<file path="config.mk">
export PLATFORM = sky130hd
export DESIGN_NAME = multicycle_main_fsm
export DESIGN_NICKNAME = d
export VERILOG_FILES = /design/src/rtl/multicycle_main_fsm.sv
export SDC_FILE = /design/constraint.sdc
export NUM_CORES = 1
export LEC_CHECK = 0
export CELL_PAD_IN_SITES_DETAIL_PLACEMENT = 0
export CELL_PAD_IN_SITES_GLOBAL_PLACEMENT = 1
export CORE_ASPECT_RATIO = 0.75
export CORE_UTILIZATION = 32
export DETAILED_ROUTE_END_ITERATION = 6
export PLACE_DENSITY_LB_ADDON = 0.15
export SETUP_SLACK_MARGIN = 0.15
export SYNTH_ARGS = -nofsm -noshare
export SYNTH_HDL_FRONTEND = slang
export SYNTH_SLANG_ARGS = --single-unit
export TNS_END_PERCENT = 5
</file>
<file path="constraint.sdc">
create_clock -name clk -period 2.6 [get_ports clk]
set_clock_uncertainty 0.05 [all_clocks]
set_input_delay 0.78 -clock clk [delete_from_list [all_inputs] [get_ports clk]]
set_output_delay 0.78 -clock clk [all_outputs]
set_load 0.02 [all_outputs]
</file>
<file path="src/rtl/multicycle_main_fsm.sv">
// Main control FSM for the multicycle RV32I datapath: Moore decode, state-derived controls registered alongside state.
// Memory states stall on mem_ready (when USE_MEM_READY=1); write enables are gated low combinationally during reset.
module multicycle_main_fsm #(
  parameter bit USE_MEM_READY = 1'b1
) (
  input  logic       clk,
  input  logic       rst_n,
  input  logic [6:0] opcode,
  input  logic       mem_ready,
  output logic [3:0] state,
  output logic       pc_update,
  output logic       branch,
  output logic       ir_write,
  output logic       reg_write,
  output logic       mem_write,
  output logic       adr_src,
  output logic [1:0] result_src,
  output logic [1:0] alu_src_a,
  output logic [1:0] alu_src_b,
  output logic [1:0] alu_op,
  output logic [1:0] imm_src,
  output logic       illegal_instr
);

  typedef enum logic [3:0] {
    FETCH    = 4'd0,
    DECODE   = 4'd1,
    MEMADR   = 4'd2,
    MEMREAD  = 4'd3,
    MEMWB    = 4'd4,
    MEMWRITE = 4'd5,
    EXECR    = 4'd6,
    ALUWB    = 4'd7,
    EXECI    = 4'd8,
    JAL      = 4'd9,
    BEQ      = 4'd10,
    TRAP     = 4'd11
  } state_t;

  typedef struct packed {
    logic       pc_update;
    logic       pc_on_rdy;
    logic       branch;
    logic       ir_on_rdy;
    logic       reg_write;
    logic       mem_write;
    logic       adr_src;
    logic [1:0] result_src;
    logic [1:0] alu_src_a;
    logic [1:0] alu_src_b;
    logic [1:0] alu_op;
    logic       illegal;
  } ctl_t;

  state_t state_q;
  ctl_t   ctl_q;
  logic   rdy;

  assign rdy = USE_MEM_READY ? mem_ready : 1'b1;

  function automatic state_t next_state(input state_t s, input logic [6:0] op, input logic r);
    state_t n;
    n = FETCH;
    case (s)
      FETCH:    n = r ? DECODE : FETCH;
      DECODE: begin
        case (op)
          7'b0000011, 7'b0100011: n = MEMADR;
          7'b0110011:             n = EXECR;
          7'b0010011:             n = EXECI;
          7'b1101111:             n = JAL;
          7'b1100011:             n = BEQ;
          default:                n = TRAP;
        endcase
      end
      MEMADR:   n = op[5] ? MEMWRITE : MEMREAD;
      MEMREAD:  n = r ? MEMWB : MEMREAD;
      MEMWB:    n = FETCH;
      MEMWRITE: n = r ? FETCH : MEMWRITE;
      EXECR:    n = ALUWB;
      EXECI:    n = ALUWB;
      ALUWB:    n = FETCH;
      JAL:      n = ALUWB;
      BEQ:      n = FETCH;
      TRAP:     n = FETCH;
      default:  n = FETCH;
    endcase
    return n;
  endfunction

  // Handshake-dependent FETCH enables are kept as qualifiers and combined with rdy at the port.
  function automatic ctl_t decode(input state_t s);
    ctl_t c;
    c = '0;
    case (s)
      FETCH: begin
        c.pc_on_rdy  = 1'b1;
        c.ir_on_rdy  = 1'b1;
        c.alu_src_b  = 2'b10;
        c.result_src = 2'b10;
      end
      DECODE: begin
        c.alu_src_a = 2'b01;
        c.alu_src_b = 2'b01;
      end
      MEMADR: begin
        c.alu_src_a = 2'b10;
        c.alu_src_b = 2'b01;
      end
      MEMREAD:  c.adr_src = 1'b1;
      MEMWB: begin
        c.result_src = 2'b01;
        c.reg_write  = 1'b1;
      end
      MEMWRITE: begin
        c.adr_src   = 1'b1;
        c.mem_write = 1'b1;
      end
      EXECR: begin
        c.alu_src_a = 2'b10;
        c.alu_op    = 2'b10;
      end
      ALUWB:    c.reg_write = 1'b1;
      EXECI: begin
        c.alu_src_a = 2'b10;
        c.alu_src_b = 2'b01;
        c.alu_op    = 2'b10;
      end
      JAL: begin
        c.alu_src_a = 2'b01;
        c.alu_src_b = 2'b10;
        c.pc_update = 1'b1;
      end
      BEQ: begin
        c.alu_src_a = 2'b10;
        c.alu_op    = 2'b01;
        c.branch    = 1'b1;
      end
      TRAP:     c.illegal = 1'b1;
      default:  c = '0;
    endcase
    return c;
  endfunction

  // ctl_q always holds decode(state_q), so outputs come straight from flops.
  always_ff @(posedge clk) begin
    if (!rst_n) begin
      state_q <= FETCH;
      ctl_q   <= decode(FETCH);
    end else begin
      state_q <= next_state(state_q, opcode, rdy);
      ctl_q   <= decode(next_state(state_q, opcode, rdy));
    end
  end

  assign state         = state_q;
  assign pc_update     = rst_n & (ctl_q.pc_update | (ctl_q.pc_on_rdy & rdy));
  assign ir_write      = rst_n & ctl_q.ir_on_rdy & rdy;
  assign branch        = rst_n & ctl_q.branch;
  assign reg_write     = rst_n & ctl_q.reg_write;
  assign mem_write     = rst_n & ctl_q.mem_write;
  assign illegal_instr = rst_n & ctl_q.illegal;
  assign adr_src       = ctl_q.adr_src;
  assign result_src    = ctl_q.result_src;
  assign alu_src_a     = ctl_q.alu_src_a;
  assign alu_src_b     = ctl_q.alu_src_b;
  assign alu_op        = ctl_q.alu_op;

  always_comb begin
    imm_src = 2'b00;
    case (opcode)
      7'b0100011: imm_src = 2'b01;
      7'b1100011: imm_src = 2'b10;
      7'b1101111: imm_src = 2'b11;
      default:    imm_src = 2'b00;
    endcase
  end

endmodule

</file>
==> metrics.txt, run 1 <==
run status=finished, final reports clean; PD cells=1150 nW/um^2; Yosys reg bits=18; Mapped Cells=108; die area=3160 um^2; ys async rst share=0%; post-layout min period=2.47 ns; Overflow after GRT=0; CTS Hold Buffers Added=0; wire length per cell=12.0 um; WL met1=1120 um; initial core utilization=34.7%; clk_lat worst skew=0.24 ns; Worst Setup End Kind=primary output; global-route wire length before repair=3610 um; drt total wl=2240 um; Setup-failing EPs final=0; area grow syn2layout=50.3%; Slew headroom=70.9%; dpl hpwl=1700 um; Total GRT Usage=15.0%; row cnt=16; antenna cells=0; Synth area leader=dfxtp_1; RR Endpoint=ctl_q[11]; Seq/Total Area, Yosys=38.4%; count leader, synth=dfxtp_1; # DRC=0; footprint of the multi-input gates=497 um^2; HP Start=state[3]; vias in the first global route=821; PortBufs=30; max-cap violation count=0; Worst Path Required=1.77 ns; post-synthesis instance area=938 um^2; fin. max-slew vios=0; total power=0.00162 W; Crit Path Max Fanout=3; syn nets=118; hold path cells=2; initial antenna violation count=0; ys flop type=dfxtp_1; CTS tree=built; Root Driver=clkbuf_8; # fillers=263; Register Area=360 um^2; CTS Sinks=18; CP Launch Type=input port; Max clock buf depth=2; Max Freq=405 MHz; vias per cell=4.72; top cells by area, synth=dfxtp_1 (38%), buf_4 (6.4%), nor2_1 (4.0%); total core area=2700 um^2; NumNets Final=162; num ports=31; syn_area_per_cell=8.69 um^2; largest net degree at the start of global routing=13; final hold violation count=0; Cell variety after synth=39; FF-to-FF path depth=7; met2 wire length=987 um; Hold Path End=alu_op[1]; worst r2r src=state[0]; share of post-route cells with drive strength above 1=30.0%; 1st-pass router iterations=4; Ys Warns=0; RSZ-0062 raised after global routing=yes; Tcrit/Tclk final=94.9%; DR WL met3=131 um; Critical Path AT=1.64 ns; H-tree depth=1; top cells by count, synth=dfxtp_1 (18), nor2_1 (10), buf_4 (8); Worst-path clk slew=0.06 ns; Vias=878; Num CTS Buffers=3; Crit Path Category=input port to primary output; Worst Max-Slew Pin Slew=0.436 ns; routability cong.=0.784; Die X=64.5 um; R2R Setup Slk=0.53 ns; Final Core Density=52.2%; highest ir drop seen on vdd=703 uV; Synth top area share=38.4%; Pleak=0.654 nW; top routing layer used=met3; Post-synth EDFFs=0; ANT nets after route=0; die height=48.9 um; Iter 0 DRT Violations=34; Worst Hold Class=flip-flop to flip-flop
worst max-delay path, stage by stage:
cell and delay, ns:
dlygate4sd2_1 0.24, nand4bb_4 0.22, nor2_4 0.11, a21oi_1 0.05, nor2_1 0.10, buf_4 0.14
per-layer routing:
layer / vias up / GRT usage, %
met5: - / 0
met4: 0 / 1.11
met3: 0 / 5.37
met2: 19 / 24.2
met1: 407 / 20.0
li1: 452 / -
flip-flops by register name, summed over array words and instances (netlist names):
signal and cells:
ctl_q 5, state 4, alu_op 2, alu_src_a 2
alu_src_b 2, result_src 2, adr_src 1
layout make-up:
class	count	share of cell area [%]
multi-input cells	70	35.2
flip-flops and latches	18	25.6
clock buffers	3	2.93
well taps	36	3.19
repair buffers	51	31.0
inverters	8	2.13
cells by family after synthesis:
family,count (synthesis),synth area share [%]
xor gates and xnor gates,1,0.934
AOI/OAI and AO/OA,19,14.4
DFF,18,38.4
buffers and inverters,20,11.6
and+or+nand+nor,50,34.7
how the worst max path moves through the flow:
stage	startpoint	end	slack, ns	cells after the start
final	opcode[2]	imm_src[0]	0.13	6
after global routing	opcode[2]	imm_src[0]	0.06	6
after CTS	rst_n	pc_update	0.07	4
after detailed placement	opcode[1]	imm_src[0]	-0.55	6
after global placement	opcode[2]	imm_src[0]	-0.51	6
after floorplan	opcode[2]	alu_src_b[1]	0.28	6
per-stage QoR:
step,instances,instance area [um^2],setup TNS (ns),worst slack (ns),hold WS (ns)
final,186,1410,0,0.133,0.778
after global routing,186,1410,0,0.0605,0.806
after CTS,185,1360,0,0.0714,0.754
after detailed placement,181,1350,-6.09,-0.552,0.741
after global placement,181,1350,-5.81,-0.514,0.734
after floorplan,108,938,0,0.284,0.769
power by group:
part,switching (W),internal [W],total (W)
registers,0.0000839,0.000374,0.000458
logic,0.000493,0.000485,0.000978
clock network,0.0000791,0.000103,0.000182
cell usage in the layout, fill, tap and decap left out, types with 2 or more instances in the layout:
cell type and instances:
a21oi_1 6, and2_1 5, and3_1 3, buf_4 27, clkbuf_8 3, clkdlybuf4s50_1 13
dfxtp_1 18, dlygate4sd2_1 6, dlymetal6s2s_1 2, inv_1 7, nand2_1 6, nand2b_1 5
nand3_1 3, nand3b_1 2, nor2_1 10, nor3_2 2, or2_1 2, or3b_1 2
timing repair:
item	4_1_cts	5_1_grt
buffers inserted	1	1
endpoints found under the setup margin	19	23
cloned	0	0
gates resized for setup	43	12
pin swaps	4	3
Note: power is estimated with default switching activity, not from simulation.
==> run 2: changes to the inputs <==
ABC_CLOCK_PERIOD_IN_PS = 2600   (was unset)
==> results of run 2 <==
Same layout as run 1: the final DEF is identical, and so are final timing and power.
==> run 3: changes to the inputs <==
CAP_MARGIN = 25   (was unset)
==> results of run 3 <==
Same layout as run 1: the final DEF is identical, and so are final timing and power.
